$ cat config.mk
export PLATFORM = sky130hd
export DESIGN_NAME = irq_sequencer
export DESIGN_NICKNAME = d
export VERILOG_FILES = /design/src/rtl/irq_sequencer.sv
export SDC_FILE = /design/constraint.sdc
export NUM_CORES = 1
export LEC_CHECK = 0
export ABC_AREA = 1
export CAP_MARGIN = 5
export CORE_MARGIN = 1.5
export CORE_UTILIZATION = 40
export DETAILED_ROUTE_END_ITERATION = 10
export PLACE_DENSITY = 0.64
export SLEW_MARGIN = 20
export SYNTH_ARGS = -nofsm -noshare
export SYNTH_HDL_FRONTEND = slang
export SYNTH_SLANG_ARGS = --single-unit
$ cat constraint.sdc
create_clock -name clk -period 7.6 [get_ports clk]
set_clock_uncertainty 0.15 [all_clocks]
set_input_delay 1.52 -clock clk [delete_from_list [all_inputs] [get_ports clk]]
set_output_delay 1.52 -clock clk [all_outputs]
set_load 0.03 [all_outputs]
$ cat src/rtl/irq_sequencer.sv
`default_nettype none
// ============================================================================
// Module      : irq_sequencer
// Description : Four-input prioritised interrupt sequencer with a register
//               file for mask/pending/in-service/control/vector base.
// Revision    : 1.0 - initial release
// ============================================================================
module irq_sequencer #(
  parameter logic [7:0] BASE_ADDRESS = 8'h00
) (
  input  logic        clk,
  input  logic        reset,
  input  logic [7:0]  din,
  input  logic [7:0]  address,
  input  logic        w_en,
  input  logic        r_en,
  output logic [7:0]  dout,
  input  logic [3:0]  irq,
  output logic        interrupt,
  output logic [15:0] intVect,
  input  logic        intAck
);

  localparam logic [2:0] C_OFF_MASK  = 3'd0;
  localparam logic [2:0] C_OFF_PEND  = 3'd1;
  localparam logic [2:0] C_OFF_INSV  = 3'd2;
  localparam logic [2:0] C_OFF_CTRL  = 3'd3;
  localparam logic [2:0] C_OFF_EOI   = 3'd4;
  localparam logic [2:0] C_OFF_VBL   = 3'd5;
  localparam logic [2:0] C_OFF_VBH   = 3'd6;

  typedef enum logic [1:0] {
    S_IDLE  = 2'd0,
    S_REQ   = 2'd1,
    S_ACKED = 2'd2
  } state_t;

  state_t      r_state;
  state_t      w_state_nxt;
  logic [3:0]  r_mask;
  logic [3:0]  r_pend;
  logic [3:0]  r_insv;
  logic [2:0]  r_ctrl;
  logic [7:0]  r_vbase_l;
  logic [7:0]  r_vbase_h;
  logic [1:0]  r_rot_ptr;
  logic [3:0]  r_irq_prev;
  logic [1:0]  r_cur_id;
  logic        r_interrupt;
  logic [15:0] r_int_vect;
  logic [7:0]  r_dout;

  logic [7:0]  w_off;
  logic        w_mapped;
  logic        w_wr;
  logic        w_wr_mask;
  logic        w_wr_pend;
  logic        w_wr_ctrl;
  logic        w_wr_eoi;
  logic        w_wr_vbl;
  logic        w_wr_vbh;
  logic [1:0]  w_base;
  logic [3:0]  w_elig;
  logic        w_sel_valid;
  logic [1:0]  w_sel_id;
  logic        w_eoi_valid;
  logic [1:0]  w_eoi_id;
  logic        w_eoi;
  logic        w_take;
  logic        w_ack;
  logic [3:0]  w_ack_mask;
  logic [3:0]  w_eoi_mask;
  logic [3:0]  w_pend_wclr;
  logic [3:0]  w_edge;
  logic [15:0] w_vect_new;

  // Position of an id in the current priority order (0 = highest).
  function automatic logic [1:0] f_rank(input logic [1:0] id, input logic [1:0] base);
    return id - base;
  endfunction

  assign w_off     = address - BASE_ADDRESS;
  assign w_mapped  = (w_off < 8'd7);
  assign w_wr      = w_en & w_mapped;
  assign w_wr_mask = w_wr & (w_off[2:0] == C_OFF_MASK);
  assign w_wr_pend = w_wr & (w_off[2:0] == C_OFF_PEND);
  assign w_wr_ctrl = w_wr & (w_off[2:0] == C_OFF_CTRL);
  assign w_wr_eoi  = w_wr & (w_off[2:0] == C_OFF_EOI);
  assign w_wr_vbl  = w_wr & (w_off[2:0] == C_OFF_VBL);
  assign w_wr_vbh  = w_wr & (w_off[2:0] == C_OFF_VBH);

  assign w_base = r_ctrl[1] ? r_rot_ptr : 2'd0;

  always_comb begin
    for (int n = 0; n < 4; n++) begin
      w_elig[n] = r_pend[n] & ~r_mask[n] & r_ctrl[0];
      for (int m = 0; m < 4; m++) begin
        if (r_insv[m] && (f_rank(2'(n), w_base) >= f_rank(2'(m), w_base)))
          w_elig[n] = 1'b0;
      end
    end
  end

  // Scan from lowest to highest priority so the last hit is the winner.
  always_comb begin
    w_sel_valid = 1'b0;
    w_sel_id    = 2'd0;
    w_eoi_valid = 1'b0;
    w_eoi_id    = 2'd0;
    for (int r = 3; r >= 0; r--) begin
      if (w_elig[2'(w_base + 2'(r))]) begin
        w_sel_valid = 1'b1;
        w_sel_id    = 2'(w_base + 2'(r));
      end
      if (r_insv[2'(w_base + 2'(r))]) begin
        w_eoi_valid = 1'b1;
        w_eoi_id    = 2'(w_base + 2'(r));
      end
    end
  end

  always_comb begin
    w_state_nxt = r_state;
    w_take      = 1'b0;
    w_ack       = 1'b0;
    case (r_state)
      S_IDLE: begin
        if (w_sel_valid) begin
          w_state_nxt = S_REQ;
          w_take      = 1'b1;
        end
      end
      S_REQ: begin
        if (intAck) begin
          w_state_nxt = S_ACKED;
          w_ack       = 1'b1;
        end else if (!w_elig[r_cur_id]) begin
          w_state_nxt = S_IDLE;
        end
      end
      S_ACKED: w_state_nxt = S_IDLE;
      default: w_state_nxt = S_IDLE;
    endcase
  end

  assign w_eoi       = w_wr_eoi & w_eoi_valid;
  assign w_ack_mask  = w_ack ? (4'b0001 << r_cur_id) : 4'b0000;
  assign w_eoi_mask  = w_eoi ? (4'b0001 << w_eoi_id) : 4'b0000;
  assign w_pend_wclr = w_wr_pend ? din[3:0] : 4'b0000;
  assign w_edge      = irq & ~r_irq_prev;
  assign w_vect_new  = {r_vbase_h, r_vbase_l} + {12'b0, w_sel_id, 2'b00};

  always_ff @(posedge clk or negedge reset) begin
    if (!reset) begin
      r_state     <= S_IDLE;
      r_cur_id    <= 2'd0;
      r_interrupt <= 1'b0;
      r_int_vect  <= 16'h0000;
    end else begin
      r_state     <= w_state_nxt;
      r_interrupt <= (w_state_nxt == S_REQ);
      if (w_take) begin
        r_cur_id   <= w_sel_id;
        r_int_vect <= w_vect_new;
      end else if (w_state_nxt != S_REQ) begin
        r_int_vect <= 16'h0000;
      end
    end
  end

  always_ff @(posedge clk or negedge reset) begin
    if (!reset) begin
      r_mask     <= 4'hF;
      r_pend     <= 4'h0;
      r_insv     <= 4'h0;
      r_ctrl     <= 3'd0;
      r_vbase_l  <= 8'h00;
      r_vbase_h  <= 8'h00;
      r_rot_ptr  <= 2'd0;
      r_irq_prev <= 4'h0;
    end else begin
      r_irq_prev <= irq;
      if (w_wr_mask) r_mask    <= din[3:0];
      if (w_wr_ctrl) r_ctrl    <= din[2:0];
      if (w_wr_vbl)  r_vbase_l <= din;
      if (w_wr_vbh)  r_vbase_h <= din;
      // New edges take precedence over any clear landing on the same clock.
      if (r_ctrl[2])
        r_pend <= (r_pend & ~(w_pend_wclr | w_ack_mask)) | w_edge;
      else
        r_pend <= irq;
      r_insv <= (r_insv & ~w_eoi_mask) | w_ack_mask;
      if (w_eoi && r_ctrl[1])
        r_rot_ptr <= w_eoi_id + 2'd1;
    end
  end

  always_ff @(posedge clk or negedge reset) begin
    if (!reset) begin
      r_dout <= 8'h00;
    end else if (r_en && w_mapped) begin
      case (w_off[2:0])
        C_OFF_MASK: r_dout <= {4'h0, r_mask};
        C_OFF_PEND: r_dout <= {4'h0, r_pend};
        C_OFF_INSV: r_dout <= {4'h0, r_insv};
        C_OFF_CTRL: r_dout <= {5'h00, r_ctrl};
        C_OFF_VBL:  r_dout <= r_vbase_l;
        C_OFF_VBH:  r_dout <= r_vbase_h;
        default:    r_dout <= 8'h00;
      endcase
    end else begin
      r_dout <= 8'h00;
    end
  end

  assign dout      = r_dout;
  assign interrupt = r_interrupt;
  assign intVect   = r_int_vect;

endmodule
`default_nettype wire

==> results of run 1 <==
worst max-delay path, delay by kind of cell, from the launching register on:
family,cells,cell delay (ns)
flops,1,0.57
simple gates,15,1.89
fa+ha+maj,3,0.97
buf+inv,3,0.19
compound gates,1,0.07
xor+xnor,1,0.18
worst min path at each step:
stage                             start   endpoint  slack (ns)
after floorplan           r_irq_prev[2]  r_pend[2]        0.32
after global placement    r_irq_prev[2]  r_pend[2]        0.33
after detailed placement  r_irq_prev[2]  r_pend[2]        0.35
after CTS                 r_irq_prev[2]  r_pend[2]        0.35
after global routing      r_irq_prev[2]  r_pend[2]        0.37
final                     r_irq_prev[2]  r_pend[2]        0.35
kinds of logic (layout without fill, tap and decap cells):
kind of cell / Yosys count / count (layout) / share of synthesized area (%)
xor gates and xnor gates: 5 / 5 / 1.14
adders and majority gates: 9 / 9 / 3.13
muxes: 3 / 3 / 0.847
buffers and inverters: 95 / 151 / 10.7
and+or+nand+nor: 225 / 225 / 26.3
AOI/OAI and AO/OA: 84 / 84 / 14.8
DFF: 66 / 66 / 43.2
registers in the layout, indices dropped and copies added, names as in the netlist:
name,count
intVect,16
dout,8
r_vbase_h,8
r_vbase_l,8
r_insv,4
r_irq_prev,4
r_mask,4
r_pend,4
r_ctrl,3
r_cur_id,2
r_rot_ptr,2
r_state,2
interrupt,1
through the flow:
stage / util [%] / cells
final: 49.7 / 672
after CTS: 49.7 / 672
after global placement: 47.4 / 656
after global routing: 49.7 / 672
after detailed placement: 47.4 / 656
after floorplan: - / 487
final cells by class:
cell class | count | area, um^2 | share of cell area (%)
Inverter | 85 | 322 | 6.97
Clock inverter | 2 | 35.0 | 0.760
Multi-Input combinational cell | 326 | 1770 | 38.4
Sequential cell | 66 | 1660 | 35.9
Timing Repair Buffer | 50 | 493 | 10.7
Clock buffer | 14 | 173 | 3.74
Tap cell | 129 | 161 | 3.50
layout by cell type, fill, tap and decap left out, types with 3 or more instances in the layout:
cell,n
a21oi_1,9
clkbuf_8,12
clkdlybuf4s50_1,48
dfrtp_1,62
dfstp_2,4
ha_1,8
inv_1,80
inv_2,4
nand2_1,130
nand3_1,32
nand3_2,4
nand4_1,3
nor2_1,32
nor2_2,3
nor3_1,6
o21ai_0,33
o21ai_1,4
o22ai_1,11
o22ai_2,12
xor2_1,4
report_power, final:
part	internal (mW)	total, mW	leakage [nW]	switching, mW
logic	0.0285	0.0713	1.25	0.0428
registers	0.364	0.374	0.838	0.0101
clock network	0.178	0.308	0.107	0.130
total	0.570	0.753	2.19	0.183
per-layer routing:
layer,track usage (%),wire [um],vias to the layer above
met2,31.8,4210,89
li1,-,-,1681
met4,6.09,113,0
met3,4.16,493,9
met5,0,0,-
met1,26.8,4370,1571
==> qor.yml, run 1 <==
run_status:
  status: "finished clean"
synth:
  syn_avg_cell_area_um2: 7.88
  ys_types: 49
  yosys.cell_count.top_type: "nand2_1"
  netlist_top_cells_count: "nand2_1 (130), inv_1 (80), dfrtp_1 (62)"
  synth_top_area_cell: "dfrtp_1"
  synth_edf_count: 0
  netlist_area_mm2: 0.00384
  synth-seq-cells: 66
  ys_seq_area_share_pct: 43.2
  syn_inst: 487
  synth_nets: 521
  synth_top_cell_area_share_pct: 40.4
  yosysWarnings: 0
  synth_area_leaders: "dfrtp_1 (40%), nand2_1 (13%), inv_1 (7.8%)"
  synthArstFlopShare_pct: 100
  ys.flop_type: "dfrtp_1"
global_routing:
  grt-ovfl-total: 0
  grt_util_all_layers_pct: 19.7
  grt_max_degree: 67
  antenna_found_initial: 0
  grt_pass1_vias: 3261
  grt_first_pass_wirelength_um: 15500
worst_setup_path:
  startpoint_type: "flop"
  crit_path_end: "intVect[12]"
  slowest_stage: "dfrtp_1"
  critPathMaxStageDelay_ns: 0.57
  cp_common_cell: "nand2_1"
  reg2reg_to: "intVect[12]"
  worstPathArrival_ns: 4.23
  crit_fanout: 19
  r2r-start: "r_ctrl[1]"
  critPathCaptureType: "flop"
  worstSetupPathType: "reg2reg"
  reg2reg_slack_ns: 3.42
  cp_cell_sequence: "nand2_4 > ha_1 > inv_2 > nand2_1 > nand2_1 > nand3b_4 > nand2_1 > nand3_1 > nand2_1 > inv_2 > nand2_1 > nand2_1 > nand2_1 > and2_1 > ha_1 > inv_1 > fa_1 > or2_2 > nor2_1 > nand3_1 > nor2_1 > xor2_1 > o22ai_2"
  crit_start: "r_ctrl[1]"
  r2r_cells: 23
  cp.required_ns: 7.66
clocking:
  cts_root_buf: "clkbuf_8"
  h-tree-depth: 3
  cts_resized: 0
  cts_tree: "yes"
  clock-sinks: 66
  path_clk_slew_ns: 0.07
  cts_buffer_depth: 2
  cts_buffers: 9
  hold_buffers: 0
  clock_latency_ns: 0.35
  cts_setup_buffers: 0
timing:
  slew_headroom_pct: 36.8
  fin_ws_ns: 3.42
  worst_slew_pin_slew_ns: 0.937
  setup_violations: 0
  hold_viol: 0
  max_freq_mhz: 239
  hold_slack_ns: 0.347
  rsz0062_at_grt: "no"
  post-route-min-period_ns: 4.18
  finalCritPeriodShare_pct: 54.9
  drv_slew: 0
  setup_tns_ns: 0
power_and_ir_drop:
  power.density_mw_per_mm2: 163
  power.total_mw: 0.753
  peakVddDrop_uv: 124
  p_leak_nw: 2.19
finish:
  final_area_mm2: 0.00461
  finalNetCount: 572
  syn_to_final_growth_pct: 20.1
  drive_above_1_share_pct: 10.5
  antenna_cells: 0
  nFillCells: 934
placed_design:
  pre_cts_ws_ns: 3.48
  dpl.hpwl_um: 7100
  placement.io_buffers: 49
  place_area_mm2: 0.00440
  gp_congestion: 0.895
hold_path:
  whs_path_depth: 3
  holdCritPathClass: "reg2reg"
floorplanning:
  pin_count: 50
  start_util_pct: 41.3
  num_rows: 35
  chipHeight_um: 101
  fp.dieW_um: 101
  die_area_mm2: 0.0102
  fp.coreArea_mm2: 0.00928
detailed_routing:
  num_vias: 3350
  drt_first_pass_iters: 4
  drt_iter0_drc: 182
  ant_nets: 0
  drc: 0
  avgRoutedWirePerCell_um: 13.7
  wirelength_um: 9190
  vias_per_cell: 4.99
run:
  drv_cap: 0
Note: power is estimated with default switching activity, not from simulation.
==> run 2: changes to the inputs <==
--- a/config.mk
+++ b/config.mk
@@ -10,7 +10,7 @@
 export CORE_MARGIN = 1.5
 export CORE_UTILIZATION = 40
 export DETAILED_ROUTE_END_ITERATION = 10
-export PLACE_DENSITY = 0.64
+export PLACE_DENSITY = 0.66
 export SLEW_MARGIN = 20
 export SYNTH_ARGS = -nofsm -noshare
 export SYNTH_HDL_FRONTEND = slang
==> constraint.sdc (replaced) <==
create_clock -name clk -period 3.5 [get_ports clk]
set_clock_uncertainty 0.15 [all_clocks]
set_input_delay 0.7 -clock clk [delete_from_list [all_inputs] [get_ports clk]]
set_output_delay 0.7 -clock clk [all_outputs]
set_load 0.03 [all_outputs]
==> qor.yml, run 2 (synthesis gave the netlist of run 1 again) <==
worst_setup_path:
  critPathMaxStageDelay_ns: 0.42  # was 0.57 ns
  crit_fanout: 4  # was 19
  critPathTopFamily: "simple AND/OR/NAND/NOR gates"  # unchanged
  cp_num_buf_inv: 4  # was 3
  cp_common_cell: "nand2_1"  # unchanged
  cp.required_ns: 3.61  # was 7.66 ns
  cp_cell_sequence: "nand2_4 > buf_12 > ha_4 > nand2_1 > nand3_1 > nand3b_1 > nand2_1 > nand3_2 > nand2_1 > inv_2 > nand2_1 > nand2_1 > nand2_1 > and2_4 > ha_4 > inv_2 > fa_2 > or2_4 > nor2_4 > buf_6 > nand4_1 > o21ai_1 > nand2_1 > o22ai_2"  # was nand2_4 > ha_1 > inv_2 > nand2_1 > nand2_1 > nand3b_4 > nand2_1 > nand3_1 > nand2_1 > inv_2 > nand2_1 > nand2_1 > nand2_1 > and2_1 > ha_1 > inv_1 > fa_1 > or2_2 > nor2_1 > nand3_1 > nor2_1 > xor2_1 > o22ai_2
  worstPathArrival_ns: 3.61  # was 4.23 ns
  slowest_stage: "dfrtp_2"  # was dfrtp_1
  startpoint_type: "flop"  # unchanged
  worstSetupPathType: "reg2reg"  # unchanged
  critPathCaptureType: "flop"  # unchanged
detailed_routing:
  avgRoutedWirePerCell_um: 14.0  # was 13.7 um
  drc: 0  # unchanged
  vias_per_cell: 4.97  # was 4.99
  drt_first_pass_iters: 4  # unchanged
  wirelength_um: 10000  # was 9190 um
  ant_nets: 0  # unchanged
  drt_iter0_drc: 183  # was 182
  num_vias: 3550  # was 3350
timing:
  rsz0062_at_grt: "yes"  # was no
  drv_slew: 0  # unchanged
  hold_viol: 0  # unchanged
  fin_ws_ns: -0.00558  # was 3.42 ns
  setup_violations: 1  # was 0
  hold_slack_ns: 0.0130  # was 0.347 ns
  worst_slew_pin_slew_ns: 0.695  # was 0.937 ns
  slew_headroom_pct: 52.5  # was 36.8%
  max_freq_mhz: 285  # was 239 MHz
  finalCritPeriodShare_pct: 100  # was 54.9%
  post-route-min-period_ns: 3.51  # was 4.18 ns
clocking:
  cts_root_buf: "clkbuf_8"  # unchanged
  clock-sinks: 66  # unchanged
  h-tree-depth: 3  # unchanged
  clock_latency_ns: 0.35  # about the same
  path_clk_slew_ns: 0.07  # about the same
  cts_buffer_depth: 2  # unchanged
  cts_buffers: 9  # unchanged
  cts_tree: "yes"  # unchanged
  hold_buffers: 0  # unchanged
floorplanning:
  num_rows: 35  # unchanged
  fp.dieW_um: 101  # unchanged
  start_util_pct: 41.3  # unchanged
  chipHeight_um: 101  # unchanged
  die_area_mm2: 0.0102  # unchanged
  fp.coreArea_mm2: 0.00928  # unchanged
  pin_count: 50  # unchanged
global_routing:
  antenna_found_initial: 0  # unchanged
  grt_util_all_layers_pct: 21.2  # was 19.7%
  grt_pass1_vias: 3560  # was 3261
  grt_first_pass_wirelength_um: 16700  # was 15500 um
  grt-ovfl-total: 0  # unchanged
  grt_max_degree: 40  # was 67
placed_design:
  gp_congestion: 0.902  # was 0.895
  pre_cts_ws_ns: -0.154  # was 3.48 ns
  placement.io_buffers: 49  # unchanged
  dpl.hpwl_um: 7270  # was 7100 um
  dp_cells: 677  # was 656
power_and_ir_drop:
  peakVddDrop_uv: 206  # was 124 uV
  p_leak_nw: 2.41  # was 2.19 nW
  power.density_mw_per_mm2: 331  # was 163 mW/mm^2
finish:
  finalNetCount: 616  # was 572
  regArea_mm2: 0.00166  # about the same
  final_cells: 715  # was 672
  nFillCells: 876  # was 934
  antenna_cells: 0  # unchanged
  mostFrequentLayoutCells: "nand2_1 (120), inv_1 (77), dfrtp_1 (61)"  # was nand2_1 (130), inv_1 (80), dfrtp_1 (62)
  final_common_cell: "nand2_1"  # unchanged
  multiInputGateArea_mm2: 0.00193  # was 0.00177 mm^2
  syn_to_final_growth_pct: 34.3  # was 20.1%
  largest_reg_flops: 16  # unchanged
  drive_above_1_share_pct: 22.9  # was 10.5%
run:
  drv_cap: 0  # unchanged
run_status:
  status: "complete, but fails checks"  # was finished clean
  violations: "setup timing"
hold_path:
  holdCritPathClass: "in2async"  # was reg2reg
[run 2: cell count changes in the layout (fill, tap and decap cells not counted), sizes merged]
cell,change
buf,+44
clkbuf,-3
clkinvlp,+2
bufinv,+1
clkinv,-1
[run 2: final cells by class]
cell class	count	area share, %
clock buffer	11	2.94
timing repair buffer	94	16.7
tap	129	3.13
sequential	66	32.2
clock inverter	4	1.46
inverter	85	6.24
multi-input combinational	326	37.4
[run 2: layer usage]
layer	wire length, um	up-vias	track usage [%]
met5	0	-	0
met4	177	0	7.16
met3	529	18	5.34
met2	4900	95	35.4
met1	4410	1672	26.8
li1	-	1765	-
[run 2: report_power, final]
group	total (mW)	internal [mW]	switching (mW)
clock network	0.720	0.436	0.284
registers	0.811	0.790	0.0218
logic	0.173	0.0718	0.101
total	1.70	1.30	0.407
[run 2: final timing paths]
kind	startpoint	to	slack, ns	cells after the start
setup / recovery	r_ctrl[1]	intVect[10]	-0.006	24
hold / removal	reset	dout[1]	0.01	1
setup reg to reg	r_ctrl[1]	intVect[10]	-0.006	24
hold reg to reg	r_irq_prev[2]	r_pend[2]	0.36	3
max in group asynchronous	reset	r_mask[2]	2.48	2
min in group clk	r_irq_prev[2]	r_pend[2]	0.36	3
[run 2: timing repair]
item                       in CTS  in global routing
setup endpoints to repair       4                 10
pin swaps                      25                 21
hold endpoints to repair        0                  0
setup buffers                  21                  5
gates resized for setup        23                 17
[run 2: per-stage QoR]
step / utilization (%) / instance area (um^2) / power [mW] / TNS [ns]
after floorplan: - / 3870 / 0.904 / 0
after global placement: 49.5 / 4590 / 0.982 / -0.00915
after detailed placement: 49.5 / 4590 / 0.986 / -0.426
after CTS: 54.5 / 5060 / 1.72 / 0
after global routing: 55.5 / 5150 / 1.78 / -0.877
final: 55.5 / 5150 / 1.70 / -0.00558
